### src/rtl/fetch_buffer.sv
// Instruction queue between fetch and decode: compacts valid fetch slots into a
// circular array and presents the oldest DECODE_WIDTH entries in program order.
module fetch_buffer #(
  parameter int FETCH_WIDTH  = 2,
  parameter int DECODE_WIDTH = 2,
  parameter int DEPTH        = 8
) (
  input  logic                                   clk,
  input  logic                                   reset,
  input  logic                                   flush,
  input  logic [FETCH_WIDTH-1:0]                 in_valid,
  input  logic [FETCH_WIDTH-1:0][31:0]           in_instr,
  input  logic [FETCH_WIDTH-1:0][63:0]           in_pc,
  output logic                                   in_ready,
  output logic [DECODE_WIDTH-1:0]                out_valid,
  output logic [DECODE_WIDTH-1:0][31:0]          out_instr,
  output logic [DECODE_WIDTH-1:0][63:0]          out_pc,
  input  logic [$clog2(DECODE_WIDTH+1)-1:0]      deq_num,
  output logic [$clog2(DEPTH+1)-1:0]             count
);

  localparam int PW = $clog2(DEPTH);
  localparam int CW = $clog2(DEPTH+1);
  localparam int DW = $clog2(DECODE_WIDTH+1);

  function automatic logic [CW-1:0] popcount(input logic [FETCH_WIDTH-1:0] v);
    logic [CW-1:0] n;
    n = '0;
    for (int i = 0; i < FETCH_WIDTH; i++) begin
      n = n + CW'(v[i]);
    end
    return n;
  endfunction

  logic [31:0]                   instr_mem_r [DEPTH];
  logic [63:0]                   pc_mem_r    [DEPTH];
  logic [PW-1:0]                 head_r;
  logic [PW-1:0]                 tail_r;
  logic [CW-1:0]                 count_r;
  logic                          in_ready_s;
  logic                          enq_fire_s;
  logic [CW-1:0]                 enq_cnt_s;
  logic [CW-1:0]                 deq_eff_s;
  logic [FETCH_WIDTH-1:0][PW-1:0] wr_idx_s;

  // Admission and dequeue control, derived from registered occupancy only
  always_comb begin
    in_ready_s = (count_r <= CW'(DEPTH - FETCH_WIDTH));
    enq_fire_s = in_ready_s && !flush;
    if (enq_fire_s) begin
      enq_cnt_s = popcount(in_valid);
    end else begin
      enq_cnt_s = '0;
    end
    // An over-request from decode is clamped so occupancy can never underflow
    if (CW'(deq_num) > count_r) begin
      deq_eff_s = count_r;
    end else begin
      deq_eff_s = CW'(deq_num);
    end
  end

  // Compaction: each valid slot lands after all lower-numbered valid slots
  always_comb begin
    logic [PW-1:0] off_v;
    off_v = '0;
    for (int i = 0; i < FETCH_WIDTH; i++) begin
      wr_idx_s[i] = tail_r + off_v;
      off_v       = off_v + PW'(in_valid[i]);
    end
  end

  // Pointer and occupancy state
  always_ff @(posedge clk or posedge reset) begin
    if (reset) begin
      head_r  <= '0;
      tail_r  <= '0;
      count_r <= '0;
    end else if (flush) begin
      head_r  <= '0;
      tail_r  <= '0;
      count_r <= '0;
    end else begin
      head_r  <= head_r + PW'(deq_eff_s);
      tail_r  <= tail_r + PW'(enq_cnt_s);
      count_r <= count_r + enq_cnt_s - deq_eff_s;
    end
  end

  // Entry storage; contents survive reset and flush by design
  always_ff @(posedge clk) begin
    for (int i = 0; i < FETCH_WIDTH; i++) begin
      if (enq_fire_s && in_valid[i]) begin
        instr_mem_r[wr_idx_s[i]] <= in_instr[i];
        pc_mem_r[wr_idx_s[i]]    <= in_pc[i];
      end
    end
  end

  // Decode-facing read of the oldest entries
  always_comb begin
    for (int i = 0; i < DECODE_WIDTH; i++) begin
      out_valid[i] = (count_r > CW'(i));
      out_instr[i] = instr_mem_r[head_r + PW'(i)];
      out_pc[i]    = pc_mem_r[head_r + PW'(i)];
    end
  end

  assign in_ready = in_ready_s;
  assign count    = count_r;

  fetch_buffer_chk #(
    .CW    (CW),
    .DW    (DW),
    .DEPTH (DEPTH)
  ) u_chk (
    .clk     (clk),
    .reset   (reset),
    .deq_num (deq_num),
    .count   (count_r)
  );

endmodule

// Protocol checks for fetch_buffer: decode must not consume more than is held.
module fetch_buffer_chk #(
  parameter int CW    = 4,
  parameter int DW    = 2,
  parameter int DEPTH = 8
) (
  input logic          clk,
  input logic          reset,
  input logic [DW-1:0] deq_num,
  input logic [CW-1:0] count
);

  deq_within_count: assert property (@(posedge clk) disable iff (reset)
    CW'(deq_num) <= count);

  count_within_depth: assert property (@(posedge clk) disable iff (reset)
    count <= CW'(DEPTH));

endmodule

### config.mk
export PLATFORM = sky130hd
export DESIGN_NAME = fetch_buffer
export DESIGN_NICKNAME = d
export VERILOG_FILES = /design/src/rtl/fetch_buffer.sv
export SDC_FILE = /design/constraint.sdc
export NUM_CORES = 1
export LEC_CHECK = 0
export BUFFER_PORTS_ARGS = -buffer_cell sky130_fd_sc_hd__buf_2
export CAP_MARGIN = 5
export CORE_ASPECT_RATIO = 1.2
export CORE_MARGIN = 5
export CORE_UTILIZATION = 60
export DETAILED_ROUTE_END_ITERATION = 8
export PLACE_DENSITY = 0.8
export SYNTH_ARGS = -nofsm -noshare
export SYNTH_HDL_FRONTEND = slang
export SYNTH_HIERARCHICAL = 1
export SYNTH_SLANG_ARGS = --single-unit
export TNS_END_PERCENT = 1
### constraint.sdc
create_clock -name clk -period 23.3 [get_ports clk]
set_input_delay 4.66 -clock clk [delete_from_list [all_inputs] [get_ports clk]]
set_output_delay 4.66 -clock clk [all_outputs]
set_load 0.005 [all_outputs]
==> summary.md <==
| Metric | Value |
|---|---|
| Status | finished clean |
| Row cnt | 109 |
| I/O pin cnt | 398 |
| Cts hold-fix bufs | 0 |
| Yosys warns | 6 |
| Tmin final | 10,130 ps |
| Final design utilization | 67.7% |
| DR vias/cell | 6.99 |
| Cts bufs inserted | 80 |
| Startpoint types | register |
| Syn Std Cell Area | 44,500 um^2 |
| Async SR Flop Fraction | 1.29% |
| Syn_area_per_cell | 18.5 um^2 |
| Largest net degree at the start of global routing | 115 |
| DIE WIDTH | 259 um |
| Die Area | 79,800 um^2 |
| PwrDens | 108 nW/um^2 |
| HPWL Detailed | 71.9 mm |
| Worst reg2reg setup slack | 18,750 ps |
| Most common cell after layout, fill and taps aside | edfxtp_1 |
| TritonCTS clock tree | done |
| Hold EP | tail_r[2] |
| Final setup fails | 0 |
| Share of cells above drive strength 1 | 61.2% |
| Dominant synthesized flop cell | edfxtp_1 |
| Crit end category | output pin |
| Fmax | 0.0988 GHz |
| Via count | 26,425 |
| Total power | 5.39 mW |
| Final std cells w/o fill | 3,779 |
| Reg2Reg Depth | 9 |
| Worst hold path type | register to register |
| Area Growth Syn to Fin | 11.9% |
| Initial Util | 60.5% |
| CTS sink cnt | 778 |
| Reg2reg end | pc_mem_r[2][17] |
| Worst R2R Start | count[3] |
| GRT Overall Usage | 30.6% |
| Clock Skew | 19.3 ps |
| Final Hold Fails | 0 |
| DRT iter0 DRCs | 2,738 |
| Post-CTS Setup Inserts | 0 |
| DP Worst Slack | 13,710 ps |
| Distinct cells, synth | 37 |
| Hold depth | 2 |
| Min-Delay Startpoint | tail_r[2] |
| Slew @ Worst Pin | 1170 ps |
| Port bufs | 397 |
| CTS max path bufs | 3 |
| # nets final | 2,972 |
| WP data arrival | 5470 ps |
| Cells after synthesis | 2,412 |
| Vias in the first global route | 28,319 |
| Worst path required time | 18,640 ps |
| Inst Count DP | 3,614 |
| Max_cap viols | 0 |
| Max Slew Vio Count | 0 |
| Post-Syn Nets | 2,631 |
| Gp weighted congestion | 0.821 |
| Core area | 73,600 um^2 |
| Initial antenna violation count | 40 |
| Seq/Total Area, Yosys | 52.3% |
| Cell Area, Placed | 47,400 um^2 |
| Max-slew headroom | 22.2% |
| Setup TNS | 0 ps |
| Post-route worst setup slack | 13,170 ps |
| Crit path max fanout | 67 |
| RSZ-0062 raised after global routing | false |
| DR WL/cell | 32.5 um |
| Commonest non-fill, non-tap cells in the layout | 768 x edfxtp_1, 758 x mux2_2, 397 x buf_2 |
| Setup CP Type | register to output pin |
| PostCTS Resize Cnt | 0 |
| WHS | 693 ps |
| Drt total wl | 123 mm |
| First-pass detailed-route iteration total | 5 |
| Clk pin slew, worst setup/hold paths | 60 ps |
| Worst ir drop on vdd | 181 uV |
| GR Overflow Total | 0 |
| First-pass GRT wire length | 183 mm |
| Pleak | 16.7 nW |
| Final period util | 43.5% |
| Number of synthesized flops with an enable pin | 768 |
| H-tree depth | 3 |
| Root Buffer | clkbuf_16 |
| Chip height | 308 um |
| Clock Latency Late Sink | 620 ps |
| Final Cell Area | 49,900 um^2 |
| DRC Markers | 0 |
| Synthesized flop and latch total | 778 |
| Routed Antenna Nets | 0 |
-- flip-flops by register name, indices dropped and copies added (netlist names) --
name         cells
tail_r           3
instr_mem_r    256
count            4
pc_mem_r       512
head_r           3
-- worst max path at each step --
stage               slack [ps]  startpoint                 to
floorplan                 7830       flush  instr_mem_r[0][0]
global placement         13870   head_r[0]         out_pc[13]
detailed placement       13710   head_r[0]         out_pc[13]
CTS                      13040   head_r[0]         out_pc[13]
global route             12700   head_r[0]          out_pc[3]
finish                   13170   head_r[0]          out_pc[9]
-- per-layer routing --
layer / track usage [%] / up-vias / part of all wire, %
met5: 0 / - / 0.17
li1: - / 10868 / -
met1: 40.4 / 13933 / 37
met2: 51.5 / 1343 / 51
met3: 7.32 / 249 / 9.1
met4: 8.72 / 32 / 2.9
-- critical path: stages (launching register included) --
cell and delay (ps):
dfrtp_4 990, buf_4 800, buf_4 940, buf_4 930
mux4_2 610, mux2_2 290, buf_2 130
-- Yosys cell counts, types with 9 or more instances --
library cell  count  area share [%]
edfxtp_1        768              52
mux2_2          758              19
mux4_2          384              19
mux2_1          203             5.1
buf_2           111             1.2
clkbuf_1         53            0.45
ha_1             17            0.48
buf_1            11           0.093
nand2_1          11           0.093
dfrtp_1          10            0.56
inv_1            10           0.084
buf_4             9            0.15
-- final cells by class --
type	instances	area, um^2
inverters	10	37.5
repair buffers	451	2420
well taps	943	1180
fillers	4928	23800
clock inverters	35	243
clock buffers	105	2200
flip-flops and latches	778	23300
diodes	25	62.6
multi-input cells	1432	20400
-- cells by family (layout without fill, tap and decap cells) --
family	Yosys count	after routing	synth area share, %
AOI/OAI and AO/OA	16	16	0.247
xor gates and xnor gates	8	8	0.174
adders and majority gates	20	20	0.612
buffers and inverters	202	601	2.22
DFF	778	778	52.3
muxes	1346	1346	43.7
other	0	25	0
and+or+nand+nor	42	42	0.666
-- power breakdown --
part,total (mW),switching (mW),internal [mW],leakage (nW)
Clock,1.23,0.532,0.696,1.19
Combinational,2.43,1.13,1.30,8.40
Sequential,1.73,0.0918,1.64,7.08
Note: power is estimated with default switching activity, not from simulation.
